### config.mk
export PLATFORM = sky130hd
export DESIGN_NAME = uart_rx_param
export DESIGN_NICKNAME = d
export VERILOG_FILES = /design/src/rtl/uart_rx_pkg.sv /design/src/rtl/uart_rx_fifo.sv /design/src/rtl/uart_rx_param.sv
export SDC_FILE = /design/constraint.sdc
export NUM_CORES = 1
export LEC_CHECK = 0
export CAP_MARGIN = 10
export CORE_MARGIN = 5
export CORE_UTILIZATION = 40
export DETAILED_ROUTE_END_ITERATION = 8
export HOLD_SLACK_MARGIN = 0.1
export PLACE_DENSITY_LB_ADDON = 0.3
export SYNTH_ARGS = -nofsm -noshare
export SYNTH_HDL_FRONTEND = slang
export SYNTH_SLANG_ARGS = --single-unit
### constraint.sdc
create_clock -name clk -period 3.5 [get_ports clk]
set_clock_uncertainty 0.15 [all_clocks]
set_input_delay 0.7 -clock clk [delete_from_list [all_inputs] [get_ports clk]]
set_output_delay 0.7 -clock clk [all_outputs]
set_load 0.005 [all_outputs]
### src/rtl/uart_rx_pkg.sv
// Shared definitions for the parametrised UART receiver: FSM state codes,
// the received-frame record and small parity/voting helpers.
package uart_rx_pkg;

    localparam int MAX_DATA_BITS = 9;

    typedef logic [2:0] rx_state_t;

    localparam rx_state_t ST_IDLE       = 3'd0;
    localparam rx_state_t ST_START      = 3'd1;
    localparam rx_state_t ST_DATA       = 3'd2;
    localparam rx_state_t ST_PARITY     = 3'd3;
    localparam rx_state_t ST_STOP       = 3'd4;
    localparam rx_state_t ST_BREAK_WAIT = 3'd5;

    typedef struct packed {
        logic [MAX_DATA_BITS-1:0] data;
        logic                     ferr;
        logic                     perr;
    } rx_entry_t;

    function automatic int ptr_width(input int depth);
        return (depth > 1) ? $clog2(depth) : 1;
    endfunction

    function automatic logic xor_reduce(input logic [MAX_DATA_BITS-1:0] d);
        return ^d;
    endfunction

    function automatic logic maj3(input logic a, input logic b, input logic c);
        return (a & b) | (a & c) | (b & c);
    endfunction

endpackage

### src/rtl/uart_rx_fifo.sv
// First-word-fall-through frame buffer; a push into a full buffer is
// accepted when a pop happens on the same edge.
module uart_rx_fifo
    import uart_rx_pkg::*;
#(
    parameter int DEPTH = 4,
    parameter int WIDTH = 10
) (
    input  logic             clk,
    input  logic             reset,
    input  logic             flush,
    input  logic             push,
    input  logic [WIDTH-1:0] wdata,
    input  logic             pop,
    output logic [WIDTH-1:0] rdata,
    output logic             full,
    output logic             empty
);

    localparam int AW = ptr_width(DEPTH);

    logic [WIDTH-1:0] mem_r [DEPTH];
    logic [AW-1:0]    wr_ptr_r;
    logic [AW-1:0]    rd_ptr_r;
    logic [AW:0]      count_r;
    logic             do_push_s;
    logic             do_pop_s;

    assign full      = (count_r == (AW+1)'(DEPTH));
    assign empty     = (count_r == '0);
    assign do_pop_s  = pop & ~empty;
    assign do_push_s = push & (~full | do_pop_s);

    // Pointer and occupancy bookkeeping
    always_ff @(posedge clk or posedge reset) begin
        if (reset) begin
            wr_ptr_r <= '0;
            rd_ptr_r <= '0;
            count_r  <= '0;
        end else if (flush) begin
            wr_ptr_r <= '0;
            rd_ptr_r <= '0;
            count_r  <= '0;
        end else begin
            if (do_push_s) wr_ptr_r <= wr_ptr_r + AW'(1);
            if (do_pop_s)  rd_ptr_r <= rd_ptr_r + AW'(1);
            case ({do_push_s, do_pop_s})
                2'b10:   count_r <= count_r + (AW+1)'(1);
                2'b01:   count_r <= count_r - (AW+1)'(1);
                default: count_r <= count_r;
            endcase
        end
    end

    // Storage array, written only on accepted pushes
    always_ff @(posedge clk) begin
        if (do_push_s) mem_r[wr_ptr_r] <= wdata;
    end

    // Head entry, forced to zero while empty
    always_comb begin
        if (empty) rdata = '0;
        else       rdata = mem_r[rd_ptr_r];
    end

endmodule

### src/rtl/uart_rx_param.sv
// Parametrised oversampling UART receiver with runtime parity and a FWFT frame FIFO.
// Define UART_RX_MAJORITY_VOTE_EN for 2-of-3 voting over the samples ending at each decision tick.
module uart_rx_param
    import uart_rx_pkg::*;
#(
    parameter int DATA_BITS  = 8,
    parameter int OVERSAMPLE = 16,
    parameter int STOP_BITS  = 1,
    parameter int FIFO_DEPTH = 4
) (
    input  logic                 clk,
    input  logic                 reset,
    input  logic                 Rx_sample,
    input  logic                 Rx_EN,
    input  logic                 RxD,
    input  logic                 Rx_PARITY_EN,
    input  logic                 Rx_PARITY_ODD,
    input  logic                 Rx_READY,
    output logic [DATA_BITS-1:0] Rx_DATA,
    output logic                 Rx_FERROR,
    output logic                 Rx_PERROR,
    output logic                 Rx_VALID,
    output logic                 Rx_OVERRUN
);

    localparam int               CNT_W     = $clog2(OVERSAMPLE);
    localparam int               IDX_W     = $clog2(DATA_BITS);
    localparam int               ENTRY_W   = DATA_BITS + 2;
    localparam logic [CNT_W-1:0] START_MID = CNT_W'(OVERSAMPLE/2 - 1);
    localparam logic [CNT_W-1:0] BIT_MID   = CNT_W'(OVERSAMPLE - 1);
    localparam logic [IDX_W-1:0] LAST_BIT  = IDX_W'(DATA_BITS - 1);
    localparam logic             LAST_STOP = (STOP_BITS == 2) ? 1'b1 : 1'b0;

    logic                 sync1_r, sync2_r;
    rx_state_t            state_r;
    logic [CNT_W-1:0]     cnt_r;
    logic [IDX_W-1:0]     bit_idx_r;
    logic                 stop_idx_r;
    logic [DATA_BITS-1:0] data_r;
    logic                 ferr_r, perr_r;
    logic                 par_en_r, par_odd_r;
    logic                 overrun_r;

    logic                 line_s, bit_s, at_mid_s, last_stop_s, par_exp_s;
    logic                 push_s, pop_s, full_s, empty_s;
    rx_entry_t            entry_s;
    logic [ENTRY_W-1:0]   head_s;

    assign line_s = sync2_r;

    // Two-flop synchroniser for the asynchronous serial line
    always_ff @(posedge clk or posedge reset) begin
        if (reset) begin
            sync1_r <= 1'b1;
            sync2_r <= 1'b1;
        end else begin
            sync1_r <= RxD;
            sync2_r <= sync1_r;
        end
    end

`ifdef UART_RX_MAJORITY_VOTE_EN
    logic [1:0] hist_r;

    // Last two tick samples; with the current one they form the vote window
    always_ff @(posedge clk or posedge reset) begin
        if (reset)          hist_r <= 2'b11;
        else if (!Rx_EN)    hist_r <= 2'b11;
        else if (Rx_sample) hist_r <= {hist_r[0], line_s};
        else                hist_r <= hist_r;
    end

    assign bit_s = maj3(hist_r[1], hist_r[0], line_s);
`else
    assign bit_s = line_s;
`endif

    // Decision point, frame record and push strobe for the current tick
    always_comb begin
        at_mid_s    = (state_r == ST_START) ? (cnt_r == START_MID) : (cnt_r == BIT_MID);
        last_stop_s = (stop_idx_r == LAST_STOP);
        entry_s                      = '0;
        entry_s.data[DATA_BITS-1:0]  = data_r;
        entry_s.ferr                 = ferr_r | ~bit_s;
        entry_s.perr                 = perr_r;
        par_exp_s   = xor_reduce(entry_s.data) ^ par_odd_r;
        if (Rx_EN && Rx_sample && (state_r == ST_STOP) && at_mid_s && last_stop_s) push_s = 1'b1;
        else                                                                        push_s = 1'b0;
    end

    // Frame reception state machine, advanced only on oversample ticks
    always_ff @(posedge clk or posedge reset) begin
        if (reset) begin
            state_r    <= ST_IDLE;
            cnt_r      <= '0;
            bit_idx_r  <= '0;
            stop_idx_r <= 1'b0;
            data_r     <= '0;
            ferr_r     <= 1'b0;
            perr_r     <= 1'b0;
            par_en_r   <= 1'b0;
            par_odd_r  <= 1'b0;
        end else if (!Rx_EN) begin
            state_r    <= ST_IDLE;
            cnt_r      <= '0;
            bit_idx_r  <= '0;
            stop_idx_r <= 1'b0;
            data_r     <= '0;
            ferr_r     <= 1'b0;
            perr_r     <= 1'b0;
            par_en_r   <= 1'b0;
            par_odd_r  <= 1'b0;
        end else if (Rx_sample) begin
            case (state_r)
                ST_IDLE: begin
                    cnt_r <= '0;
                    if (!line_s) state_r <= ST_START;
                end
                ST_START: begin
                    if (at_mid_s) begin
                        cnt_r <= '0;
                        if (!bit_s) begin
                            state_r    <= ST_DATA;
                            par_en_r   <= Rx_PARITY_EN;
                            par_odd_r  <= Rx_PARITY_ODD;
                            bit_idx_r  <= '0;
                            stop_idx_r <= 1'b0;
                            ferr_r     <= 1'b0;
                            perr_r     <= 1'b0;
                        end else begin
                            state_r <= ST_IDLE;
                        end
                    end else begin
                        cnt_r <= cnt_r + CNT_W'(1);
                    end
                end
                ST_DATA: begin
                    if (at_mid_s) begin
                        cnt_r  <= '0;
                        data_r <= {bit_s, data_r[DATA_BITS-1:1]};
                        if (bit_idx_r == LAST_BIT) begin
                            bit_idx_r <= '0;
                            state_r   <= par_en_r ? ST_PARITY : ST_STOP;
                        end else begin
                            bit_idx_r <= bit_idx_r + IDX_W'(1);
                        end
                    end else begin
                        cnt_r <= cnt_r + CNT_W'(1);
                    end
                end
                ST_PARITY: begin
                    if (at_mid_s) begin
                        cnt_r   <= '0;
                        perr_r  <= (bit_s != par_exp_s);
                        state_r <= ST_STOP;
                    end else begin
                        cnt_r <= cnt_r + CNT_W'(1);
                    end
                end
                ST_STOP: begin
                    if (at_mid_s) begin
                        cnt_r  <= '0;
                        ferr_r <= ferr_r | ~bit_s;
                        if (last_stop_s) begin
                            stop_idx_r <= 1'b0;
                            state_r    <= bit_s ? ST_IDLE : ST_BREAK_WAIT;
                        end else begin
                            stop_idx_r <= 1'b1;
                        end
                    end else begin
                        cnt_r <= cnt_r + CNT_W'(1);
                    end
                end
                ST_BREAK_WAIT: begin
                    cnt_r <= '0;
                    if (line_s) state_r <= ST_IDLE;
                end
                default: begin
                    state_r <= ST_IDLE;
                    cnt_r   <= '0;
                end
            endcase
        end
    end

    assign pop_s = Rx_VALID & Rx_READY;

    // Sticky record of frames dropped against a full buffer
    always_ff @(posedge clk or posedge reset) begin
        if (reset)                             overrun_r <= 1'b0;
        else if (!Rx_EN)                       overrun_r <= 1'b0;
        else if (push_s && full_s && !pop_s)   overrun_r <= 1'b1;
        else                                   overrun_r <= overrun_r;
    end

    uart_rx_fifo #(
        .DEPTH (FIFO_DEPTH),
        .WIDTH (ENTRY_W)
    ) u_fifo (
        .clk   (clk),
        .reset (reset),
        .flush (~Rx_EN),
        .push  (push_s),
        .wdata ({entry_s.data[DATA_BITS-1:0], entry_s.ferr, entry_s.perr}),
        .pop   (pop_s),
        .rdata (head_s),
        .full  (full_s),
        .empty (empty_s)
    );

    assign Rx_VALID   = ~empty_s;
    assign Rx_DATA    = head_s[ENTRY_W-1:2];
    assign Rx_FERROR  = head_s[1];
    assign Rx_PERROR  = head_s[0];
    assign Rx_OVERRUN = overrun_r;

endmodule

==> impl_metrics.py <==
metrics = {
    "synth": {
        "yosysTopAreaCellShare": 0.3421,
        "synth_cell_types": 50,
        "synthCells": 282,
        "async_flop_share": 0.4521,
        "yosysWarnings": 0,
        "ys_seq_area_frac": 0.5780,
        "ys_top_cells_by_count": "40 x edfxtp_1, 31 x dfrtp_1, 23 x nand2_1",
        "yosys-top-cells-area": "edfxtp_1 34%, dfrtp_1 22%, mux4_2 6.4%",
        "synth-seq-cells": 73,
        "synth_most_common_cell": "edfxtp_1",
        "avgSynthCellArea_um2": 12.45,
        "synth_edf_count": 40,
        "synth.largest_area_cell": "edfxtp_1",
        "synth_flop_cell": "edfxtp_1",
        "syn_nets": 298,
        "syn_area_mm2": 0.003511,
    },
    "sta": {
        "min_period_over_period": 0.8579,
        "finalSetupViolations": 0,
        "rsz0062_at_grt": "no",
        "period_needed_ns": 3.002,
        "drv_slew": 0,
        "setup_tns_ns": 0,
        "max_freq_mhz": 333.1,
        "worstMarginPinSlew_ns": 0.6906,
        "hold_viol_final": 0,
        "relSlewSlack": 0.5338,
    },
    "place": {
        "io_buffers": 19,
        "place_area_mm2": 0.003791,
        "gp_congestion": 0.7921,
        "hpwl_um": 4264,
    },
    "pwr": {
        "powerDensity_mw_per_mm2": 501.7,
        "vdd_ir_drop_max_mv": 0.1636,
        "power_w": 0.002026,
        "leakage_nw": 1.612,
    },
    "hold_path": {
        "hp-class": "flop to flop",
    },
    "layout": {
        "design_area_mm2": 0.004039,
        "antenna_cells": 0,
        "nets": 315,
        "postLayoutCoreUtil": 0.4677,
        "multiInputGateArea_mm2": 0.001369,
        "drive_above_1_share": 0.1283,
        "area_delta_synth_final_pct": 15.04,
        "nFillCells": 783,
        "regArea_mm2": 0.002029,
    },
    "global_routing": {
        "grt_overflow": 0,
        "grt_use_total": 0.1249,
        "grt_pass1_wl_um": 10900,
        "grt_max_degree": 34,
        "grt_pass1_vias": 2156,
        "antenna_found_initial": 0,
    },
    "floorplanning": {
        "core_mm2": 0.008636,
        "num_io_pins": 20,
        "die_x_um": 103.7,
        "die_h_um": 103.7,
        "fp-row-count": 34,
        "start_util": 0.4065,
        "die_area_mm2": 0.01075,
    },
    "run": {
        "drv_cap": 0,
    },
    "clock_network": {
        "tritoncts": "yes",
        "hold_buffers": 0,
        "post_cts_resized": 0,
        "clockBufferDepth": 2,
        "root_buffer": "clkbuf_8",
        "htree_levels": 3,
        "cts_inserted_buffers": 9,
        "postCtsSetupBuffers": 0,
        "clkSlewWorstSetupHoldPaths_ns": 0.08,
        "cts.sinks": 73,
        "clk_latency_ns": 0.35,
    },
    "worst_setup_path": {
        "critical_path.slowest_cell": "mux4_2",
        "path_delay_family": "buffers and inverters",
        "cpPeakStageDelay_ns": 0.55,
        "path_buf_inv": 2,
        "r2r_slack_ns": 0.74,
        "arrival_ns": 2.15,
        "path_cells": "buf_4 -> mux4_2 -> and2_1 -> clkdlybuf4s50_1",
        "worstPathMaxFanout": 10,
        "critPathKind": "flop to output pin",
        "required_ns": 2.65,
        "endpoint_kind": "output pin",
        "startpoint_type": "flop",
    },
    "detailed_routing": {
        "drt-total-wl_um": 6379,
        "routedWlPerCell_um": 15.48,
        "avgViaCountPerCell": 5.245,
        "vias": 2161,
        "ant_nets": 0,
        "drt_iter0_drc": 90,
        "drc": 0,
        "drtPass1Iterations": 5,
    },
    "run_status": {
        "status": "finished, final reports clean",
    },
}
## layout by cell type (no fill, tap or decap), drive strengths merged, types with 5 or more instances in the layout
cell type and n:
buf 5, nand2 23, and2 17, clkdlybuf4s50 19
o21ai 7, nand2b 6, xnor2 13, nor2 19
clkbuf 9, nand3 10, dfrtp 31, inv 11
mux4 10, mux2i 11, a21oi 9, edfxtp 40
ha 7
## worst paths after layout
kind | startpoint | depth (start not counted) | to
max | u_fifo.rd_ptr_r[0]$_DFFE_PP0P_ | 4 | Rx_DATA[7]
min | sync1_r$_DFF_PP1_ | 0 | bit_s$_DFF_PP1_
max reg2reg | state_r[0]$_DFFE_PP0P_ | 3 | u_fifo.mem_r[3][6]$_DFFE_PP_
min reg2reg | sync1_r$_DFF_PP1_ | 0 | bit_s$_DFF_PP1_
max in group asynchronous | reset | 3 | bit_s$_DFF_PP1_
min in group asynchronous | reset | 3 | bit_idx_r[1]$_DFFE_PP0P_
## cells by family after synthesis
| group | count (synthesis) | synth area share |
|---|---|---|
| xor+xnor | 15 | 0.03742 |
| compound gates | 37 | 0.07163 |
| simple gates | 101 | 0.1515 |
| fa+ha+maj | 8 | 0.03065 |
| mux | 22 | 0.09872 |
| flops | 73 | 0.5780 |
| buf+inv | 26 | 0.03207 |
## through the flow
step | instances | worst slack (ns) | hold slack [ns]
finish | 412 | 0.4975 | 0.2090
global placement | 396 | 0.3773 | 0.1970
CTS | 412 | 0.4643 | 0.2101
detailed placement | 396 | 0.3223 | 0.1984
floorplan | 282 | 0.8273 | 0.1952
global route | 412 | 0.4051 | 0.2171
## final cells by class
type / count / area share
sequential: 73 / 0.5025
tap: 108 / 0.03346
inverter: 8 / 0.007435
multi-input combinational: 183 / 0.3389
timing repair buffer: 24 / 0.05638
clock inverter: 7 / 0.03067
clock buffer: 9 / 0.03067
## layer usage
metal,vias to the layer above,share of wire,global-route usage,wire length [um]
li1,1053,-,-,-
met1,1062,0.47,0.1652,2981
met2,37,0.48,0.2004,3054
met3,9,0.037,0.03047,236
met4,0,0.017,0.04440,106
met5,-,0,0,0
## report_power, final
group	internal, W	leakage, nW	total (W)	switching [W]
registers	0.000917	0.903	0.000944	0.0000277
clock network	0.000481	0.121	0.000818	0.000338
logic	0.000134	0.588	0.000263	0.000130
total	0.00153	1.61	0.00203	0.000495
## worst reg2reg max path, stage by stage, from the launching register on
cell and delay [ns]:
dfrtp_1 0.54, or4b_4 0.62, nor4_1 0.55, and2_1 0.55
## state kept, by name, indices dropped and copies added, names as in the netlist
register,flops
u_fifo.mem_r,40
data_r,8
cnt_r,4
bit_idx_r,3
state_r,3
u_fifo.count_r,3
u_fifo.rd_ptr_r,2
u_fifo.wr_ptr_r,2
Rx_OVERRUN,1
bit_s,1
ferr_r,1
par_en_r,1
par_odd_r,1
perr_r,1
stop_idx_r,1
sync1_r,1
Note: power is estimated with default switching activity, not from simulation.
